## src/rtl/vram_arbiter.sv

```systemverilog
// vram_arbiter: single-port arbiter in front of the shared 128 KiB video RAM.
// Video scanout has strict priority, capped by an anti-starvation run limit;
// CPU and the line-drawing accelerator share the leftover slots round-robin.
// One access issues per cycle. The RAM port is registered, and read data is
// routed back to its requester through a one-entry tag pipeline.
module vram_arbiter #(
  parameter int unsigned VID_RUN = 8
) (
  input  logic        clock,
  input  logic        reset,
  // video scanout (read only)
  input  logic        vid_req,
  input  logic [16:0] vid_a,
  output logic        vid_ack,
  output logic [7:0]  vid_i,
  output logic        vid_dv,
  // CPU
  input  logic        cpu_req,
  input  logic [16:0] cpu_a,
  input  logic [7:0]  cpu_o,
  input  logic        cpu_w,
  output logic        cpu_ack,
  output logic [7:0]  cpu_i,
  output logic        cpu_dv,
  // line-drawing accelerator
  input  logic        acc_req,
  input  logic [16:0] acc_a,
  input  logic [7:0]  acc_o,
  input  logic        acc_w,
  output logic        acc_ack,
  output logic [7:0]  acc_i,
  output logic        acc_dv,
  // RAM port
  output logic [16:0] mem_a,
  output logic [7:0]  mem_o,
  output logic        mem_w,
  input  logic [7:0]  mem_i
);

  localparam logic [3:0] RUN_MAX = 4'(VID_RUN);

  typedef enum logic [1:0] {
    TAG_NONE = 2'd0,
    TAG_VID  = 2'd1,
    TAG_CPU  = 2'd2,
    TAG_ACC  = 2'd3
  } tag_e;

  // Arbitration state
  logic [3:0]  run_q, run_d;
  logic        rr_q, rr_d;

  // Issue stage (RAM port and tag of the access in flight)
  logic [16:0] mem_a_q, mem_a_d;
  logic [7:0]  mem_o_q, mem_o_d;
  logic        mem_w_q, mem_w_d;
  tag_e        tag_q, tag_d;
  logic        rd_q, rd_d;

  // Return stage (per-requester read data and valid pulse)
  logic [7:0]  vid_i_q, vid_i_d;
  logic [7:0]  cpu_i_q, cpu_i_d;
  logic [7:0]  acc_i_q, acc_i_d;
  logic        vid_dv_q, vid_dv_d;
  logic        cpu_dv_q, cpu_dv_d;
  logic        acc_dv_q, acc_dv_d;

  // Grant decode
  logic        others_wait;
  logic        vid_blocked;
  logic        vid_gnt, cpu_gnt, acc_gnt;

  // Saturating increment of the video run counter.
  function automatic logic [3:0] run_sat_inc(input logic [3:0] r);
    return (r >= RUN_MAX) ? RUN_MAX : r + 4'd1;
  endfunction

  // Combinational grant: video first unless its run limit is hit, then round-robin.
  always_comb begin
    others_wait = cpu_req | acc_req;
    vid_blocked = (run_q == RUN_MAX) && others_wait;
    vid_gnt     = 1'b0;
    cpu_gnt     = 1'b0;
    acc_gnt     = 1'b0;
    if (!reset) begin
      if (vid_req && !vid_blocked) begin
        vid_gnt = 1'b1;
      end else if (cpu_req && acc_req) begin
        if (rr_q) acc_gnt = 1'b1;
        else      cpu_gnt = 1'b1;
      end else if (cpu_req) begin
        cpu_gnt = 1'b1;
      end else if (acc_req) begin
        acc_gnt = 1'b1;
      end
    end
  end

  assign vid_ack = vid_gnt;
  assign cpu_ack = cpu_gnt;
  assign acc_ack = acc_gnt;

  // Next state for run counter, round-robin pointer and the issue stage.
  always_comb begin
    run_d   = (vid_gnt && others_wait) ? run_sat_inc(run_q) : 4'd0;
    rr_d    = rr_q;
    mem_a_d = mem_a_q;
    mem_o_d = mem_o_q;
    mem_w_d = 1'b0;
    tag_d   = TAG_NONE;
    rd_d    = 1'b0;
    if (vid_gnt) begin
      mem_a_d = vid_a;
      tag_d   = TAG_VID;
      rd_d    = 1'b1;
    end else if (cpu_gnt) begin
      rr_d    = 1'b1;
      mem_a_d = cpu_a;
      mem_o_d = cpu_o;
      mem_w_d = cpu_w;
      tag_d   = TAG_CPU;
      rd_d    = !cpu_w;
    end else if (acc_gnt) begin
      rr_d    = 1'b0;
      mem_a_d = acc_a;
      mem_o_d = acc_o;
      mem_w_d = acc_w;
      tag_d   = TAG_ACC;
      rd_d    = !acc_w;
    end
  end

  // Next state for the return stage: steer mem_i to the tagged requester on reads.
  always_comb begin
    vid_dv_d = rd_q && (tag_q == TAG_VID);
    cpu_dv_d = rd_q && (tag_q == TAG_CPU);
    acc_dv_d = rd_q && (tag_q == TAG_ACC);
    vid_i_d  = vid_dv_d ? mem_i : vid_i_q;
    cpu_i_d  = cpu_dv_d ? mem_i : cpu_i_q;
    acc_i_d  = acc_dv_d ? mem_i : acc_i_q;
  end

  // Arbitration state registers.
  always_ff @(posedge clock or posedge reset) begin
    if (reset) begin
      run_q <= 4'd0;
      rr_q  <= 1'b0;
    end else begin
      run_q <= run_d;
      rr_q  <= rr_d;
    end
  end

  // ---- issue stage: RAM port presented during the cycle after the grant ----
  // Issue registers; reset drops mem_w at once and discards the tag in flight.
  always_ff @(posedge clock or posedge reset) begin
    if (reset) begin
      mem_a_q <= 17'd0;
      mem_o_q <= 8'd0;
      mem_w_q <= 1'b0;
      tag_q   <= TAG_NONE;
      rd_q    <= 1'b0;
    end else begin
      mem_a_q <= mem_a_d;
      mem_o_q <= mem_o_d;
      mem_w_q <= mem_w_d;
      tag_q   <= tag_d;
      rd_q    <= rd_d;
    end
  end

  // ---- return stage: read data and dv pulse two cycles after the grant ----
  // Return registers; x_i holds until the next read for that requester.
  always_ff @(posedge clock or posedge reset) begin
    if (reset) begin
      vid_i_q  <= 8'd0;
      cpu_i_q  <= 8'd0;
      acc_i_q  <= 8'd0;
      vid_dv_q <= 1'b0;
      cpu_dv_q <= 1'b0;
      acc_dv_q <= 1'b0;
    end else begin
      vid_i_q  <= vid_i_d;
      cpu_i_q  <= cpu_i_d;
      acc_i_q  <= acc_i_d;
      vid_dv_q <= vid_dv_d;
      cpu_dv_q <= cpu_dv_d;
      acc_dv_q <= acc_dv_d;
    end
  end

  assign mem_a  = mem_a_q;
  assign mem_o  = mem_o_q;
  assign mem_w  = mem_w_q;
  assign vid_i  = vid_i_q;
  assign cpu_i  = cpu_i_q;
  assign acc_i  = acc_i_q;
  assign vid_dv = vid_dv_q;
  assign cpu_dv = cpu_dv_q;
  assign acc_dv = acc_dv_q;

endmodule

```

## config.mk

```make
export PLATFORM = sky130hd
export DESIGN_NAME = vram_arbiter
export DESIGN_NICKNAME = d
export VERILOG_FILES = /design/src/rtl/vram_arbiter.sv
export SDC_FILE = /design/constraint.sdc
export NUM_CORES = 1
export LEC_CHECK = 0
export ABC_AREA = 1
export CORE_MARGIN = 2
export CORE_UTILIZATION = 35
export DETAILED_ROUTE_END_ITERATION = 10
export GPL_TIMING_DRIVEN = 0
export PLACE_DENSITY_LB_ADDON = 0.2
export SLEW_MARGIN = 20
export SYNTH_ARGS = -nofsm -noshare
export SYNTH_HDL_FRONTEND = slang
export SYNTH_SLANG_ARGS = --single-unit
```

## constraint.sdc

```tcl
create_clock -name clock -period 4.76 [get_ports clock]
set_clock_uncertainty 0.05 [all_clocks]
set_input_delay 0.952 -clock clock [delete_from_list [all_inputs] [get_ports clock]]
set_output_delay 0.952 -clock clock [all_outputs]
set_load 0.02 [all_outputs]
```

==> flow_summary.json, run 1 <==
{
  "hold_path.class": "flip-flop to flip-flop",
  "io_pins": 138,
  "port_buffers": 137,
  "fin_crit_sh_pct": 92.1,
  "timing.rr.end": "mem_a[16]$_DFFE_PP0P_",
  "top_layer": "met4",
  "grt.total_usage_pct": 18.7,
  "grt_pass1_wl_um": 12900,
  "max-clock-path-buffers": 2,
  "ys_types": 24,
  "postPlaceCellArea_um2": 4440,
  "die_h_um": 95.6,
  "timing.rr.start": "run_q[0]$_DFF_PP0_",
  "crit_slowest_cell": "clkdlybuf4s50_1",
  "synth_edf_count": 0,
  "power_density_nw_per_um2": 380,
  "area_delta_synth_final_pct": 57.4,
  "die_area_um2": 9140,
  "slew_viol_final": 0,
  "numCtsBuffers": 9,
  "critPathTopFamily": "buffers and inverters",
  "met2_wirelength_um": 3910,
  "netlist_top_cells_area": "dfrtp_1, nand2_1, nand3_1",
  "insertedDiodeCount": 0,
  "r2r_cells": 12,
  "crit_required_ps": 3760,
  "drtPass1Iterations": 4,
  "netlist_instances": 364,
  "path_max_fanout": 64,
  "crit_buf_inv": 5,
  "wl_per_cell_um": 13.1,
  "insertion_delay_ps": 340,
  "cts_max_level": 3,
  "cts_tree": "done",
  "cpPeakStageDelay_ps": 630,
  "syn_nets": 448,
  "syn_area_um2": 2940,
  "grt_max_degree": 65,
  "clk_pin_slew_ps": 70,
  "drt-initial-drc-count": 81,
  "p_leak_nw": 2.21,
  "wl_met3_um": 639,
  "n_fill_cell": 785,
  "synthTopCellsByCount": "nand2_1, dfrtp_1, nand3_1",
  "rsz0062_at_grt": "false",
  "clock_sinks": 61,
  "async_reset_ff_share_pct": 100,
  "drive_gt1_share_pct": 8.32,
  "hold_ws_ps": 397,
  "stdcell_area_um2": 4620,
  "clock-root-buffer": "clkbuf_8",
  "die_x_um": 95.6,
  "cpMostUsedCell": "clkdlybuf4s50_1",
  "post_drt_via_cell_ratio": 4.60,
  "ant_nets": 0,
  "multiInputGateArea_um2": 1160,
  "setup_viol_count_final": 0,
  "yosys_register_bits": 61,
  "hp-start": "tag_q[0]$_DFF_PP0_",
  "hold_end": "cpu_dv$_DFF_PP0_",
  "crit_type": "input port to primary output",
  "cts_setup_buffers": 0,
  "ys_seq_area_share_pct": 52.0,
  "tightest_slew_ps": 561,
  "grt_overflow": 0,
  "ir_worst_vdd_uv": 119,
  "rows": 33,
  "drc_errors": 0,
  "r2r_slack_ps": 3000,
  "startpoint_type": "input port",
  "grt_pass1_vias": 2742,
  "place_congestion": 0.785,
  "core_um2": 8180,
  "dp_hpwl_um": 6100,
  "route.vias.total": 2859,
  "maxSlewHeadroom_pct": 62.6,
  "finalHoldViolations": 0,
  "path_cells": "clkdlybuf4s50_1, inv_6, nand2_1, nor2_4, nand2_2, buf_6, clkinv_2, clkdlybuf4s50_1",
  "maxCapViolCount": 0,
  "synth.largest_area_cell": "dfrtp_1",
  "antenna_found_initial": 0,
  "final_nets": 596,
  "synth_ff_type": "dfrtp_1",
  "synth_warnings": 0,
  "worstSetupEndpointType": "primary output",
  "finalSetupTns_ps": 0,
  "yosysMostFrequentCell": "nand2_1",
  "fin_crit_ps": 4390,
  "max_freq_mhz": 228,
  "seq_area_um2": 1530,
  "hold_depth": 1,
  "route.final.wire_length_um": 8140,
  "avgSynthCellArea_um2": 8.06,
  "start_util_pct": 35.9,
  "yosysTopAreaCellShare_pct": 52.0,
  "drt-met1-wl_um": 3470,
  "status": "finished, final reports clean",
  "arrival_ps": 3380
}
==> layer usage <==
metal | vias to the layer above | global-route usage [%]
met5 | - | 0
li1 | 1446 | -
met3 | 12 | 4.98
met4 | 0 | 7.74
met2 | 108 | 31.0
met1 | 1293 | 23.0
==> cell families after synthesis <==
family / after synthesis / synth area share, %
AO/OA/AOI/OAI: 37 / 7.08
XOR/XNOR: 1 / 0.298
adder cells (fa/ha/maj): 2 / 0.852
buffers and inverters: 52 / 8.44
flip-flops: 61 / 52.0
AND/OR/NAND/NOR: 211 / 31.3
==> worst reg2reg max path, cell delays in order, from the launching register on <==
cell,delay [ps]
dfrtp_1,390
inv_1,60
ha_1,180
nand2_1,60
nor2_1,30
nand2_1,100
nand2_2,70
buf_6,150
o21ai_4,150
inv_4,110
buf_6,170
nand3_1,70
nand3_1,60
==> power by group <==
part	internal, mW	switching, mW
Clock	0.190	0.214
Combinational	0.324	0.325
Sequential	0.636	0.0659
==> stage by stage <==
stage	util, %	total power [mW]	worst slack [ps]	instances
2_1_floorplan	-	1.01	1250	364
3_3_place_gp	54.3	1.35	-222	606
3_5_place_dp	54.3	1.37	169	606
4_1_cts	56.5	1.78	170	622
5_1_grt	56.5	1.86	123	622
6_report	56.5	1.75	374	622
==> state kept, by name, indices dropped and copies added, names as in the netlist <==
name,count
tag_q,2
cpu_dv,1
cpu_i,8
mem_o,8
acc_i,8
rd_q,1
run_q,4
acc_dv,1
mem_a,17
vid_i,8
rr_q,1
vid_dv,1
mem_w,1
==> how the worst max path moves through the flow <==
| stage | startpoint | cells past startpoint | slack [ps] | to |
|---|---|---|---|---|
| after floorplan | reset | 6 | 1250 | cpu_ack |
| after global placement | reset | 8 | -220 | cpu_ack |
| after detailed placement | reset | 8 | 170 | cpu_ack |
| after CTS | reset | 8 | 170 | cpu_ack |
| after global routing | reset | 8 | 120 | cpu_ack |
| final | reset | 8 | 370 | cpu_ack |
==> layout make-up <==
| type | count | area share, % |
|---|---|---|
| Multi-Input combinational cell | 251 | 25.1 |
| Inverter | 36 | 3.11 |
| Tap cell | 105 | 2.84 |
| Buffer | 16 | 2.36 |
| Clock inverter | 7 | 1.14 |
| Clock buffer | 9 | 2.68 |
| Sequential cell | 61 | 33.0 |
| Timing Repair Buffer | 137 | 29.7 |
==> cell usage in the layout, fill, tap and decap left out, drive strengths merged <==
cell type / instances
inv: 35
nand2: 138
dfrtp: 61
xnor2: 1
nor2: 15
ha: 2
clkdlybuf4s50: 137
clkinv: 7
a21oi: 10
clkbuf: 13
nand3b: 9
clkinvlp: 1
nand3: 46
nor3: 3
o21ai: 27
buf: 12
==> timing repair <==
action | in CTS | in global routing
hold buffers | 0 | 0
endpoints found under the setup margin | 0 | 1
resized for setup | 0 | 1
hold endpoints to repair | 0 | 0
(Power assumes the default switching activity.)
==> run 2, diff against run 1 <==
--- a/config.mk
+++ b/config.mk
@@ -5,9 +5,8 @@
 export SDC_FILE = /design/constraint.sdc
 export NUM_CORES = 1
 export LEC_CHECK = 0
-export ABC_AREA = 1
 export CORE_MARGIN = 2
-export CORE_UTILIZATION = 35
+export CORE_UTILIZATION = 43
 export DETAILED_ROUTE_END_ITERATION = 10
 export GPL_TIMING_DRIVEN = 0
 export PLACE_DENSITY_LB_ADDON = 0.2
==> flow_summary.json, run 2 <==
{
  "syn_nets": 349,
  "wl_per_cell_um": 15.9,
  "critPathTopFamily": "buffers and inverters",
  "die_area_um2": 7070,
  "drtPass1Iterations": 4,
  "synth.largest_area_cell": "dfrtp_1",
  "yosysMostFrequentCell": "nand2_1",
  "pre_cts_slack_ps": 10.2,
  "cp.depth": 6,
  "insertedDiodeCount": 0,
  "clock-root-buffer": "clkbuf_8",
  "timing.rr.end": "mem_a[11]$_DFFE_PP0P_",
  "netlist_instances": 265,
  "yosys_register_bits": 61,
  "core_um2": 6280,
  "tightest_slew_ps": 595,
  "grt_max_degree": 69,
  "slew_viol_final": 0,
  "path_cells": "clkdlybuf4s50_1, inv_6, nand3_1, buf_2, nor2_1, clkdlybuf4s50_1",
  "drive_gt1_share_pct": 10.5,
  "path_max_fanout": 68,
  "cpPeakStageDelay_ps": 650,
  "port_buffers": 137,
  "max-clock-path-buffers": 2,
  "place_congestion": 0.752,
  "rsz0062_at_grt": "false",
  "synth_warnings": 0,
  "clock_sinks": 61,
  "grt_pass1_vias": 2688,
  "crit_buf_inv": 4,
  "area_delta_synth_final_pct": 62.1,
  "r2r_slack_ps": 2920,
  "clk_pin_slew_ps": 70,
  "largest_register_ffs": 17,
  "grt_overflow": 0,
  "final_common_cell": "clkdlybuf4s50_1",
  "io_pins": 138,
  "antenna_found_initial": 0,
  "synthTopCellsByCount": "nand2_1, dfrtp_1, nor3_1",
  "maxSlewHeadroom_pct": 60.1,
  "die_x_um": 84.1,
  "n_fill_cell": 487,
  "yosysTopAreaCellShare_pct": 55.4,
  "crit_required_ps": 3760,
  "r2r_cells": 6,
  "power_density_nw_per_um2": 403,
  "ys_types": 33,
  "numCtsBuffers": 9,
  "startpoint_type": "input port",
  "crit_slowest_cell": "clkdlybuf4s50_1",
  "fin_crit_sh_pct": 95.3,
  "route.final.wire_length_um": 7850,
  "p_total_mw": 1.80,
  "finalHoldViolations": 0,
  "ys_seq_area_share_pct": 55.4,
  "timing.rr.start": "run_q[0]$_DFF_PP0_",
  "avgSynthCellArea_um2": 10.4,
  "critPathCapture": "cpu_ack",
  "multiInputGateArea_um2": 1120,
  "grt.total_usage_pct": 22.7,
  "cpMostUsedCell": "clkdlybuf4s50_1",
  "seq_area_um2": 1530,
  "arrival_ps": 3530,
  "cts_tree": "done",
  "netlist_top_cells_area": "dfrtp_1, nand2_1, o41ai_2",
  "setup_ws_ps": 224,
  "max_freq_mhz": 220,
  "async_reset_ff_share_pct": 100,
  "p_leak_nw": 1.96,
  "die_h_um": 84.1,
  "drc_errors": 0,
  "rows": 29,
  "fin_crit_ps": 4540,
  "ir_worst_vdd_uv": 251,
  "final_nets": 497,
  "crit_type": "input port to primary output",
  "setup_viol_count_final": 0,
  "post_drt_via_cell_ratio": 5.25,
  "route.vias.total": 2601,
  "dp_hpwl_um": 5660,
  "maxCapViolCount": 0,
  "hold_path.class": "flip-flop to flip-flop",
  "critPathLaunch": "reset",
  "grt_pass1_wl_um": 12700,
  "ant_nets": 0,
  "insertion_delay_ps": 330,
  "status": "finished, final reports clean",
  "hold_buffers": 0,
  "cts_max_level": 3,
  "drt-initial-drc-count": 120,
  "layout_common_cells": "clkdlybuf4s50_1, nand2_1, dfrtp_1, nor3_1, inv_1",
  "post_cts_resized": 1,
  "syn_area_um2": 2760,
  "worstSetupEndpointType": "primary output",
  "synth_edf_count": 0,
  "cts_setup_buffers": 0,
  "start_util_pct": 43.9,
  "synth_ff_type": "dfrtp_1"
}
[run 2: how the worst min path moves through the flow]
stage          cells past startpoint                    to            startpoint  slack [ps]
2_1_floorplan                      1    run_q[0]$_DFF_PP0_    run_q[0]$_DFF_PP0_         400
3_3_place_gp                       2  cpu_i[7]$_DFFE_PP0P_  cpu_i[7]$_DFFE_PP0P_         410
3_5_place_dp                       2  cpu_i[2]$_DFFE_PP0P_  cpu_i[2]$_DFFE_PP0P_         410
4_1_cts                            2  cpu_i[2]$_DFFE_PP0P_  cpu_i[2]$_DFFE_PP0P_         430
5_1_grt                            1    run_q[0]$_DFF_PP0_    run_q[0]$_DFF_PP0_         450
6_report                           2  cpu_i[2]$_DFFE_PP0P_  cpu_i[2]$_DFFE_PP0P_         430
[run 2: metal layers]
metal  share of wire [%]  vias up  global-route usage (%)
met1                  45     1241                    30.2
met5                   0        -                       0
met4                 1.2        0                    7.92
li1                    -     1240                       -
met3                 8.4       11                    7.81
met2                  45      109                    34.8
[run 2: metrics by stage]
| stage | TNS, ps | instances | utilization, % | area [µm²] | hold WS (ps) |
|---|---|---|---|---|---|
| floorplan | 0 | 265 | - | 2760 | 401 |
| global placement | -772 | 479 | 67.3 | 4220 | 408 |
| detailed placement | 0 | 479 | 67.3 | 4230 | 411 |
| CTS | 0 | 495 | 71.2 | 4470 | 430 |
| global route | 0 | 495 | 71.2 | 4470 | 454 |
| finish | 0 | 495 | 71.2 | 4470 | 425 |
[run 2: cells by family (layout without fill, tap and decap cells)]
| group | count (synthesis) | in the layout | synth area share [%] |
|---|---|---|---|
| mux | 8 | 8 | 3.27 |
| compound gates | 58 | 58 | 18.7 |
| simple gates | 107 | 107 | 17.3 |
| fa+ha+maj | 2 | 2 | 0.908 |
| xor+xnor | 1 | 1 | 0.318 |
| buf+inv | 28 | 181 | 4.13 |
| flops | 61 | 61 | 55.4 |
[run 2: layout make-up]
cell class	count	share of cell area [%]
well taps	77	2.16
flip-flops and latches	61	34.2
plain buffers	10	1.04
repair buffers	137	30.7
multi-input cells	176	25.0
clock buffers	10	2.86
clock inverters	6	2.49
inverters	18	1.62
[run 2: worst reg2reg max path: cells and delay by family (launching register included)]
family / cells / cell delay [ps]
AO/OA/AOI/OAI: 2 / 420
adder cells (fa/ha/maj): 1 / 190
buffers and inverters: 2 / 470
flip-flops: 1 / 380
AND/OR/NAND/NOR: 1 / 190
[run 2: where the power goes]
group | switching (mW) | total [mW] | internal, mW
Combinational | 0.278 | 0.575 | 0.296
Clock | 0.206 | 0.554 | 0.348
Sequential | 0.0529 | 0.670 | 0.618
